--- src/rtl/game_timer.sv ---
// Game-time counter: divides the board clock down to a tick rate and counts
// up toward a limit or down toward zero, with start/pause/resume/clear/preset.
`timescale 1ns/1ps

module game_timer #(
  parameter int CLK_FREQ  = 10000000,
  parameter int TICK_FREQ = 10,
  parameter int CNT_W     = 10
) (
  input  logic             CLOCK10M,
  input  logic             KEY0,
  input  logic             start,
  input  logic             pause,
  input  logic             clear,
  input  logic             load,
  input  logic [CNT_W-1:0] load_val,
  input  logic             dir,
  input  logic [CNT_W-1:0] limit,
  output logic [CNT_W-1:0] counter_out,
  output logic             tick,
  output logic             running,
  output logic             expired,
  output logic [1:0]       state_dbg
);

  // DIV must be an integer >= 2; the prescaler holds 0..DIV-1.
  localparam int DIV   = CLK_FREQ / TICK_FREQ;
  localparam int PRE_W = $clog2(DIV);
  localparam logic [PRE_W-1:0] PRE_MAX = PRE_W'(DIV - 1);

  typedef enum logic [1:0] {
    IDLE    = 2'd0,
    RUN     = 2'd1,
    PAUSE   = 2'd2,
    EXPIRED = 2'd3
  } state_t;

  state_t             state_q, state_d;
  logic [CNT_W-1:0]   cnt_q, cnt_d, cnt_step;
  logic [PRE_W-1:0]   pre_q, pre_d;
  logic               dir_q, dir_d;
  logic               tick_q, tick_d;
  logic               running_q, expired_q;

  // Up mode with limit 0 is free-running and never terminates.
  function automatic logic at_terminal(input logic [CNT_W-1:0] v,
                                       input logic             down,
                                       input logic [CNT_W-1:0] lim);
    if (down) return (v == '0);
    return (lim != '0) && (v == lim);
  endfunction

  assign cnt_step = dir_q ? (cnt_q - 1'b1) : (cnt_q + 1'b1);

  always_comb begin
    state_d = state_q;
    cnt_d   = cnt_q;
    pre_d   = pre_q;
    dir_d   = dir_q;
    tick_d  = 1'b0;
    if (clear) begin
      cnt_d   = '0;
      pre_d   = '0;
      state_d = IDLE;
    end else if (load) begin
      cnt_d   = load_val;
      pre_d   = '0;
      state_d = IDLE;
    end else begin
      case (state_q)
        IDLE: begin
          if (start) begin
            dir_d   = dir;
            pre_d   = '0;
            state_d = at_terminal(cnt_q, dir, limit) ? EXPIRED : RUN;
          end
        end
        RUN: begin
          // Pausing freezes the prescaler so sub-tick time survives a pause.
          if (pause) begin
            state_d = PAUSE;
          end else if (pre_q == PRE_MAX) begin
            pre_d  = '0;
            tick_d = 1'b1;
            cnt_d  = cnt_step;
            if (at_terminal(cnt_step, dir_q, limit)) state_d = EXPIRED;
          end else begin
            pre_d = pre_q + 1'b1;
          end
        end
        PAUSE: begin
          if (start) state_d = RUN;
        end
        EXPIRED: begin
          state_d = EXPIRED;
        end
        default: state_d = IDLE;
      endcase
    end
  end

  always_ff @(posedge CLOCK10M or posedge KEY0) begin
    if (KEY0) begin
      state_q   <= IDLE;
      cnt_q     <= '0;
      pre_q     <= '0;
      dir_q     <= 1'b0;
      tick_q    <= 1'b0;
      running_q <= 1'b0;
      expired_q <= 1'b0;
    end else begin
      state_q   <= state_d;
      cnt_q     <= cnt_d;
      pre_q     <= pre_d;
      dir_q     <= dir_d;
      tick_q    <= tick_d;
      running_q <= (state_d == RUN);
      expired_q <= (state_d == EXPIRED);
    end
  end

  assign counter_out = cnt_q;
  assign tick        = tick_q;
  assign running     = running_q;
  assign expired     = expired_q;
  assign state_dbg   = state_q;

endmodule

--- config.mk ---
export PLATFORM = sky130hd
export DESIGN_NAME = game_timer
export DESIGN_NICKNAME = d
export VERILOG_FILES = /design/src/rtl/game_timer.sv
export SDC_FILE = /design/constraint.sdc
export NUM_CORES = 1
export LEC_CHECK = 0
export BUFFER_PORTS_ARGS = -buffer_cell sky130_fd_sc_hd__buf_2
export CORE_ASPECT_RATIO = 0.75
export CORE_MARGIN = 10
export CORE_UTILIZATION = 52
export CTS_CLUSTER_SIZE = 12
export DETAILED_ROUTE_END_ITERATION = 10
export PLACE_DENSITY = 0.77
export RECOVER_POWER = 25
export REMOVE_ABC_BUFFERS = 1
export SYNTH_ARGS = -nofsm -noshare
export SYNTH_HDL_FRONTEND = slang
export SYNTH_SLANG_ARGS = --single-unit
--- constraint.sdc ---
create_clock -name CLOCK10M -period 2.7 [get_ports CLOCK10M]
set_input_delay 0.27 -clock CLOCK10M [delete_from_list [all_inputs] [get_ports CLOCK10M]]
set_output_delay 0.27 -clock CLOCK10M [all_outputs]
set_load 0.01 [all_outputs]
# [After elaboration in Yosys (flattened, before gate mapping)]
# Cells that the tools add are included.
[totals] regBits=36 input_bits=27 out_inout_bits=15 wordCells=85
[op_classes] add_sub_neg=3 eq_ne=11 mux=50 bitwise_logic=2 reduce_logical=12
[ops] op="$mux 20" n=5
[ops] op="$mux 10" n=6
[ops] op="$pmux 20 s2" n=1
[ops] op="$mux 1" n=29
[ops] op="$add 20x1->20 const B" n=1
[ops] op="$eq 10x10->1" n=2
[ops] op="$eq 20x20->1 const B" n=1
[ops] op="$logic_not 10->1" n=2
[ops] op="$mux 2" n=8
[ops] op="$add 10x1->10 const B" n=1
[ops] op="$reduce_bool 10->1" n=1
[ops] op="$sub 10x1->10 const B" n=1
[ops] op="$ne 4x4->1 const B" n=2
[ops] op="$pmux 2 s4" n=1
[ops] op="$eq 2x2->1 const B" n=3
[ops] op="$reduce_and 3->1" n=2
[ops] op="$reduce_bool 3->1" n=2
[ops] op="$eq 2x1->1 const B" n=2
[ops] op="$reduce_and 4->1" n=1
[ops] op="$reduce_bool 4->1" n=1
[ops] op="$ne 3x1->1 const B" n=1
[ops] op="$logic_and 1x1->1" n=2
[ops] op="$logic_not 2->1" n=1
[ops] op="$not 1->1" n=2

# [Longest topological paths before layout]
# Gate-level depths: netlist (run 1).
[depth] word_depth=19 depth_mapped=9 mapped_depth_nobuf=8

# [Least setup slack after synthesis (run 1)]
# OpenSTA, ideal clock, no wires.
[synth_path] path_type="register -> register" start="reg dir_q" end="reg running_q (netlist: running)" setup_time_ns=0.119 t_arrival_ns=2.626 required_time_ns=2.581 setup_slack_ns=-0.045 stages_incl_launch_ff=10 path_buffers=1 synth_period_minus_slack_ns=2.745 cell_sequence="dfrtp_1 > ha_1 > buf_2 > nand2_1 > or4_1 > nand4_1 > nand3_1 > xnor2_1 > or4_4 > a21bo_2"
[synth_between] elab_chain_cells=19 elab_cells_between_ends=24 cone_classes="eq/ne (2); mux (20); reduce/logical (2)"
[synth_lines] element="start: declaration" line="41" text="logic dir_q, dir_d;"
[synth_lines] element="start signal: assignment" line="115" text="dir_q <= dir_d;"
[synth_lines] element="$mux 1" line="49" text="if (down) return (v == '0);"
[synth_lines] element="$mux 1" line="82" text="end else if (pre_q == PRE_MAX) begin"
[synth_lines] element="$mux 1" line="80" text="if (pause) begin"
[synth_lines] element="$mux 1" line="70" text="case (state_q)"
[synth_lines] element="$mux 1" line="65" text="end else if (load) begin"
[synth_lines] element="$mux 1" line="61" text="if (clear) begin"
[synth_lines] element="$mux 1 *" line="50" text="return (lim != '0) && (v == lim);"
[synth_lines] element="$mux 1 *" line="82"
[synth_lines] element="[3 not listed]"
[synth_lines] element="$mux 1 *" line="61"
[synth_lines] element="$mux 2 *" line="86" text="if (at_terminal(cnt_step, dir_q, limit)) state_d = EXPIRED;"
[synth_lines] element="$mux 2 *" line="82"
[synth_lines] element="$mux 2 *" line="80"
[synth_lines] element="$pmux 2 s4 *" line="70"
[synth_lines] element="$mux 2 *" line="65"
[synth_lines] element="$mux 2 *" line="61"
[synth_lines] element="$eq 2x1->1 *" line="117" text="running_q <= (state_d == RUN);"
[synth_lines] element="end signal: assignment" line="117"
[synth_lines] element="end: declaration" line="43" text="logic running_q, expired_q;"
# Mark *: on every way between the ends. The rest lies on a longest branch, timed or not. The select of a mux whose other input is x is not followed.
# A chain may end at the register's enable or synchronous reset.

# [Final worst setup path (run 1)]
# Same ends and word-level chain as after synthesis.

==> results of run 1 <==
## cells in the final DEF (no fill, tap or decap), types with 6 or more instances in the layout
master / Yosys / layout
buf_2: 1 / 41
nor4_1: 8 / 6
dfrtp_1: 36 / 34
nand3_1: 14 / 13
xnor2_1: 24 / 23
nand2_1: 26 / 24
a21oi_1: 19 / 18
o21ai_0: 14 / 12
nor2_1: 40 / 40
buf_4: 0 / 56
nor3_1: 7 / 7
xor2_1: 16 / 16
nand4_1: 11 / 11
inv_1: 9 / 9
a211oi_1: 7 / 7
## path summary, 6_finish.rpt
kind / start / end / slack [ns]
min reg2reg: pre_q[1] / pre_q[1] / 0.53
min: load_val[8] / counter_out[8] / 0.23
min in group asynchronous: KEY0 / counter_out[1] / 0.67
max reg2reg: dir_q / running / -0.04
max: dir_q / running / -0.04
max in group asynchronous: KEY0 / dir_q / 0.77
## flip-flops by register name, indices dropped and copies added, names as in the netlist
register	count
tick	1
counter_out	10
expired	1
running	1
dir_q	1
pre_q	20
state_dbg	2
## critical path, delay by kind of cell (launching register included)
family                     cells  cell delay [ns]
and+or+nand+nor                3             1.16
DFF                            1             0.50
xor gates and xnor gates       1             0.06
buffers and inverters          1             0.16
AOI/OAI and AO/OA              3             0.46
adders and majority gates      1             0.28
## Yosys cell counts, types with 2 or more instances
library cell | number | share of area (%)
mux2i_1 | 2 | 0.74
nor2_1 | 40 | 5.5
a311oi_1 | 2 | 0.65
xnor2_1 | 24 | 7.7
a211oi_1 | 7 | 1.9
a21o_1 | 5 | 1.4
nor4_1 | 8 | 1.8
inv_1 | 9 | 1.2
or3_1 | 4 | 0.92
nor2b_1 | 2 | 0.46
clkbuf_1 | 10 | 1.4
o211ai_1 | 2 | 0.55
nor3b_1 | 2 | 0.55
or2_2 | 2 | 0.46
ha_1 | 10 | 4.6
or4_1 | 3 | 0.83
a21oi_1 | 19 | 3.5
o21ai_0 | 14 | 2.6
and2_1 | 4 | 0.92
o2111ai_1 | 2 | 0.65
nand3b_1 | 2 | 0.55
xor2_1 | 16 | 5.2
o31ai_1 | 2 | 0.55
nand3_1 | 14 | 2.6
dfrtp_1 | 36 | 33
nor3_1 | 7 | 1.3
nand2_1 | 26 | 3.6
a31oi_1 | 2 | 0.46
nand2b_1 | 4 | 0.92
and3_1 | 3 | 0.69
nor4b_1 | 2 | 0.65
nand4_1 | 11 | 2.5
o21a_1 | 3 | 0.83
## kinds of logic (layout without fill, tap and decap cells)
logic type               Yosys count  count (layout)  synth area share [%]
XOR/XNOR                          41              41                 13.73
multiplexers                       3               3                 1.152
AND/OR/NAND/NOR                  141             141                 27.37
adder cells (fa/ha/maj)           11              11                 5.346
buffers and inverters             20             115                 2.811
flip-flops                        36              36                 33.18
AO/OA/AOI/OAI                     68              68                 16.41
## final cells by class
class / count / share of cell area (%)
clock buffers: 5 / 1.893
multi-input cells: 264 / 51.60
inverters: 9 / 0.9294
flip-flops and latches: 36 / 24.85
repair buffers: 101 / 18.24
well taps: 72 / 2.478
## routing by layer
layer | vias up | wire [µm] | GRT usage, %
li1 | 1347 | - | -
met1 | 1398 | 3932 | 29.39
met2 | 146 | 3894 | 31.94
met3 | 10 | 817 | 5.477
met4 | 0 | 90 | 5.125
met5 | - | 0 | 0
## through the flow
step | hold slack (ns) | TNS, ns | utilization [%]
final | 0.2281 | -0.03980 | 72.95
after CTS | 0.08841 | 0 | 71.45
after detailed placement | 0.3937 | -0.5298 | 67.86
after global placement | 0.3976 | -0.4193 | 67.86
after global routing | 0.2171 | -0.2276 | 72.95
after floorplan | 0.3331 | -0.06371 | -
## repair_timing
| item | in CTS | in global routing |
|---|---|---|
| setup endpoints to repair | 3 | 3 |
| hold endpoints to repair | 0 | 0 |
| setup buffers | 5 | 1 |
| pin swaps | 4 | 7 |
| gates resized for setup | 17 | 12 |
## power groups by stage
stage | logic (mW) | clock network (mW) | registers, mW
after floorplan | 0.385 | 0 | 0.594
after global placement | 0.695 | 0 | 0.583
after detailed placement | 0.703 | 0 | 0.585
after CTS | 0.772 | 0.349 | 0.577
after global routing | 0.903 | 0.386 | 0.582
final | 0.847 | 0.344 | 0.581
==> out/summary.txt, run 1 <==
Synth Area per Inst = 8.485 µm²
Worst Hold Class = input pin to register
gr ovfl total = 0
boundary pin count = 42
Synth Warn # = 0
Least-Margin Pin Slew = 1.944 ns
multi-input logic area = 1876 µm²
Max-Cap Viols = 1
Synth Flop Type = dfrtp_1
#FFs+latches synth = 36
# hold bufs at CTS = 0
worst vdd ir = 0.0002252 V
GPL Wtd Cong = 0.9238
Worst Slack Setup Final = -0.03684 ns
DIE AREA = 8542 µm²
CP max-delay cell = or4_4
slew margin rel. = -29.62%
Max Root-Sink Buffers = 2
Async S/R FF share, synth = 100.0%
Detail Placement HPWL = 6681 µm
Register-to-Register Path Depth = 9
Seq pwr share = 32.8%
FILL cells = 373
final worst path period share = 101.4%
drt initial violations = 217
vias per std cell = 5.957
placed cell area = 3381 µm²
Final Hold Viols = 0
Routed Antenna Nets = 0
Worst Skew = 0.004832 ns
Cell Area, Synth = 2715 µm²
critical path type = register to register
initial core utilization = 54.50%
outcome = complete, but fails checks
Die Y = 82.58 µm
Non-Filler Instances = 487
Period minus WS final = 2.737 ns
CTS tree = yes
register area = 903.4 µm²
worst skew pair latency = 0.28 ns
failing checks = capacitance limit, slew limit, setup timing
count of final setup violators = 2
Clock power frac = 19.4%
Worst path max stage delay = 0.55 ns
Sink Count = 36
unrepaired setup endpoints after global routing = true
WL/cell = 17.93 µm
sw frac = 35.95%
vias = 2901
row cnt = 22
final slew viol count = 37
input/output buffers = 41
global-route wire length before repair = 13970 µm
Total Power = 1.773 mW
Netlist cell types = 54
final instance area = 3635 µm²
Hold Path Cell Cnt = 3
area delta synth->final = 33.87%
GRT Util Overall = 21.12%
Root Buffer Master = clkbuf_8
total CTS buffers = 5
LEAKAGE = 1.622 nW
Req. time, crit path = 2.88 ns
H-tree levels = 2
CP Max Fanout = 7
Post-Synthesis Cells = 320
P per Cell Area = 487.7 nW/µm²
nets@finish = 455
Die Wd = 103.4 µm
DP Cell Count = 477
pre-CTS worst setup slack = -0.2073 ns
Core Footprint = 4982 µm²
CP Cell Sequence = buf_6 > ha_4 > o21ai_1 > or4_4 > a21o_1 > nand3_2 > xnor2_1 > or4_4 > a21bo_2
Worst Setup Start Kind = register
DRC viols = 0
Clock transition at path regs = 0.07 ns
largest net degree at the start of global routing = 37
fmax = 365.4 MHz
Post-synth EDFFs = 0
drt total wl = 8734 µm
initial antenna violation count = 0
combinational share of power = 47.8%
Arr. time, crit path = 2.92 ns
Inserted Diodes = 0
TritonRoute pass-1 iters = 4
layout cells sized above 1 = 33.01%
post-synthesis sequential area ratio = 33.18%
internal power = 1.135 mW
vias in the first global route = 2754
crit-path most repeated cell = or4_4
nature of the critical path endpoint = register
Net Switching = 0.6373 mW
No activity file was read; power rests on OpenSTA's default activity.
==> run 2: changes to the inputs <==
Settings changed: BUFFER_PORTS_ARGS -buffer_cell sky130_fd_sc_hd__buf_2 to -buffer_cell sky130_fd_sc_hd__clkbuf_2.
==> out/summary.txt, run 2 (synthesis results as in run 1) <==
CP max-delay cell = dfrtp_2
pre-CTS worst setup slack = -0.1476 ns (+0.05962 ns)
boundary pin count = 42 (unchanged)
Req. time, crit path = 2.89 ns (about the same)
CTS tree = yes
GRT Util Overall = 20.22% (-0.90 points)
vias = 2859 (-1.4%)
GPL Wtd Cong = 0.9698 (+5.0%)
unrepaired setup endpoints after global routing = true
Inserted Diodes = 0 (unchanged)
H-tree levels = 2 (unchanged)
Worst path max stage delay = 0.48 ns (-0.07 ns)
hold path start = load_val[8]
Worst Hold Class = input pin to register
global-route wire length before repair = 13590 µm (-2.7%)
Worst Hold Path EP = counter_out[8]
source of the critical timing path = dir_q
worst vdd ir = 0.0002613 V (+16%)
fmax = 367.3 MHz (+0.52%)
layout cells sized above 1 = 30.27% (-2.7 points)
CP top delay family = compound AO/OA/AOI/OAI gates
# hold bufs at CTS = 0 (unchanged)
DRC viols = 0 (unchanged)
LEAKAGE = 1.553 nW (-4.3%)
final slew viol count = 37 (unchanged)
vias per std cell = 6.019 (+1.0%)
WP buf/inv = 2 (+1)
Reg2Reg Setup Slack = -0.02 ns (about the same)
DIE AREA = 8542 µm² (unchanged)
gr ovfl total = 0 (unchanged)
Register-to-Register Path Depth = 10 (+1)
total CTS buffers = 5 (unchanged)
CP Cell Sequence = fa_2 > a211o_1 > o21ai_0 > xnor2_1 > buf_4 > nor4_1 > buf_4 > and4_1 > a311oi_1 > a21bo_2
TritonRoute pass-1 iters = 7 (+3)
critical path type = register to register
multi-input logic area = 1822 µm² (-2.9%)
max FFs per register = 20 (unchanged)
largest net degree at the start of global routing = 37 (unchanged)
Sink Count = 36 (unchanged)
Period minus WS final = 2.723 ns (-0.01421 ns)
reg2reg start = dir_q
count of final setup violators = 1 (-1)
initial antenna violation count = 0 (unchanged)
Root Buffer Master = clkbuf_8
vias in the first global route = 2734 (-0.73%)
failing checks = capacitance limit, slew limit, setup timing
Core Footprint = 4982 µm² (unchanged)
Top reg by flops = pre_q
WL/cell = 18.00 µm (+0.34%)
commonest non-fill, non-tap cell in the layout = buf_4
initial core utilization = 54.50% (unchanged)
commonest non-fill, non-tap cells in the layout = 43 x buf_4, 41 x clkbuf_2, 40 x nor2_1
Final Hold Viols = 0 (unchanged)
Detail Placement HPWL = 6550 µm (-2.0%)
nets@finish = 441 (-3.1%)
row cnt = 22 (unchanged)
Hold Path Cell Cnt = 3 (unchanged)
Total Power = 1.774 mW (about the same)
nature of the critical path endpoint = register
drt initial violations = 228 (+5.1%)
Clock transition at path regs = 0.07 ns (about the same)
worst skew pair latency = 0.29 ns (about the same)
slew margin rel. = -30.70% (-1.1 points)
RR Endpoint = running
Least-Margin Pin Slew = 1.961 ns (+0.01626 ns)
Routed Antenna Nets = 0 (unchanged)
register area = 903.4 µm² (unchanged)
Die Wd = 103.4 µm (unchanged)
P per Cell Area = 506.8 nW/µm² (+3.9%)
final worst path period share = 100.8% (-0.53 points)
Max Root-Sink Buffers = 2 (unchanged)
outcome = complete, but fails checks
input/output buffers = 41 (unchanged)
Final Util = 70.24% (-2.7 points)
Max-Cap Viols = 1 (unchanged)
area delta synth->final = 28.89%
Worst Skew = 0.007679 ns (+0.002847 ns)
CP Max Fanout = 7 (unchanged)
drt total wl = 8548 µm (-2.1%)
FILL cells = 376 (+0.80%)
Die Y = 82.58 µm (unchanged)
Worst Setup Start Kind = register
Arr. time, crit path = 2.91 ns (about the same)
Worst Slack Setup Final = -0.02263 ns (+0.01421 ns)
crit-path most repeated cell = buf_4
==> run 2: changes by cell type in the layout (fill, tap and decap cells not counted), moves of 2 or more <==
cell	before	now
buf_2	41	0
buf_4	56	43
clkbuf_2	0	41
clkbuf_8	5	7
ha_1	5	7
ha_4	4	1
==> run 2: report_power, final <==
| part | internal (mW) | switching, mW |
|---|---|---|
| clock network | 0.227 | 0.191 |
| logic | 0.367 | 0.412 |
| registers | 0.555 | 0.0222 |
==> run 2: worst max-delay path by stage <==
stage,cells after the start,slack (ns),to
6_report,10,-0.02,running
3_5_place_dp,8,-0.15,running
5_1_grt,10,-0.13,running
4_1_cts,11,0.007,running
2_1_floorplan,8,-0.04,running
3_3_place_gp,8,-0.11,running
==> run 2: layout make-up <==
cell class              count  area share (%)
inverters                   9          0.9653
clock buffers               7           2.753
flip-flops and latches     36           25.81
well taps                  72           2.574
repair buffers             87           15.84
multi-input cells         264           52.06
==> run 2: worst register-to-register path: stages, from the launching register on <==
cell	delay, ns
dfrtp_2	0.48
fa_2	0.38
a211o_1	0.34
o21ai_0	0.11
xnor2_1	0.18
buf_4	0.18
nor4_1	0.23
buf_4	0.19
and4_1	0.19
a311oi_1	0.11
a21bo_2	0.23
==> run 2: per-layer routing <==
metal  track usage [%]  wire (µm)  part of all wire (%)  vias up
met5                 0          0                     0        -
met1             28.41       3883                    45     1382
met3             4.979        805                   9.4       13
met4             5.402        111                   1.3        0
li1                  -          -                     -     1317
met2             30.18       3747                    44      147
==> run 2: what timing repair did <==
item	in CTS	in global routing
buffers inserted	2	1
pin swaps	1	3
cloned	0	0
setup endpoints to repair	3	3
resized for setup	11	13
==> run 2: through the flow <==
stage	setup TNS [ns]	hold WS (ns)	std cells	instance area (µm²)
3_5_place_dp	-0.3314	0.3876	465	3291
3_3_place_gp	-0.2246	0.3795	465	3291
5_1_grt	-0.2566	0.2193	475	3500
6_report	-0.02263	0.2081	475	3500
2_1_floorplan	-0.06371	0.3331	309	2673
4_1_cts	0	0.07156	474	3442
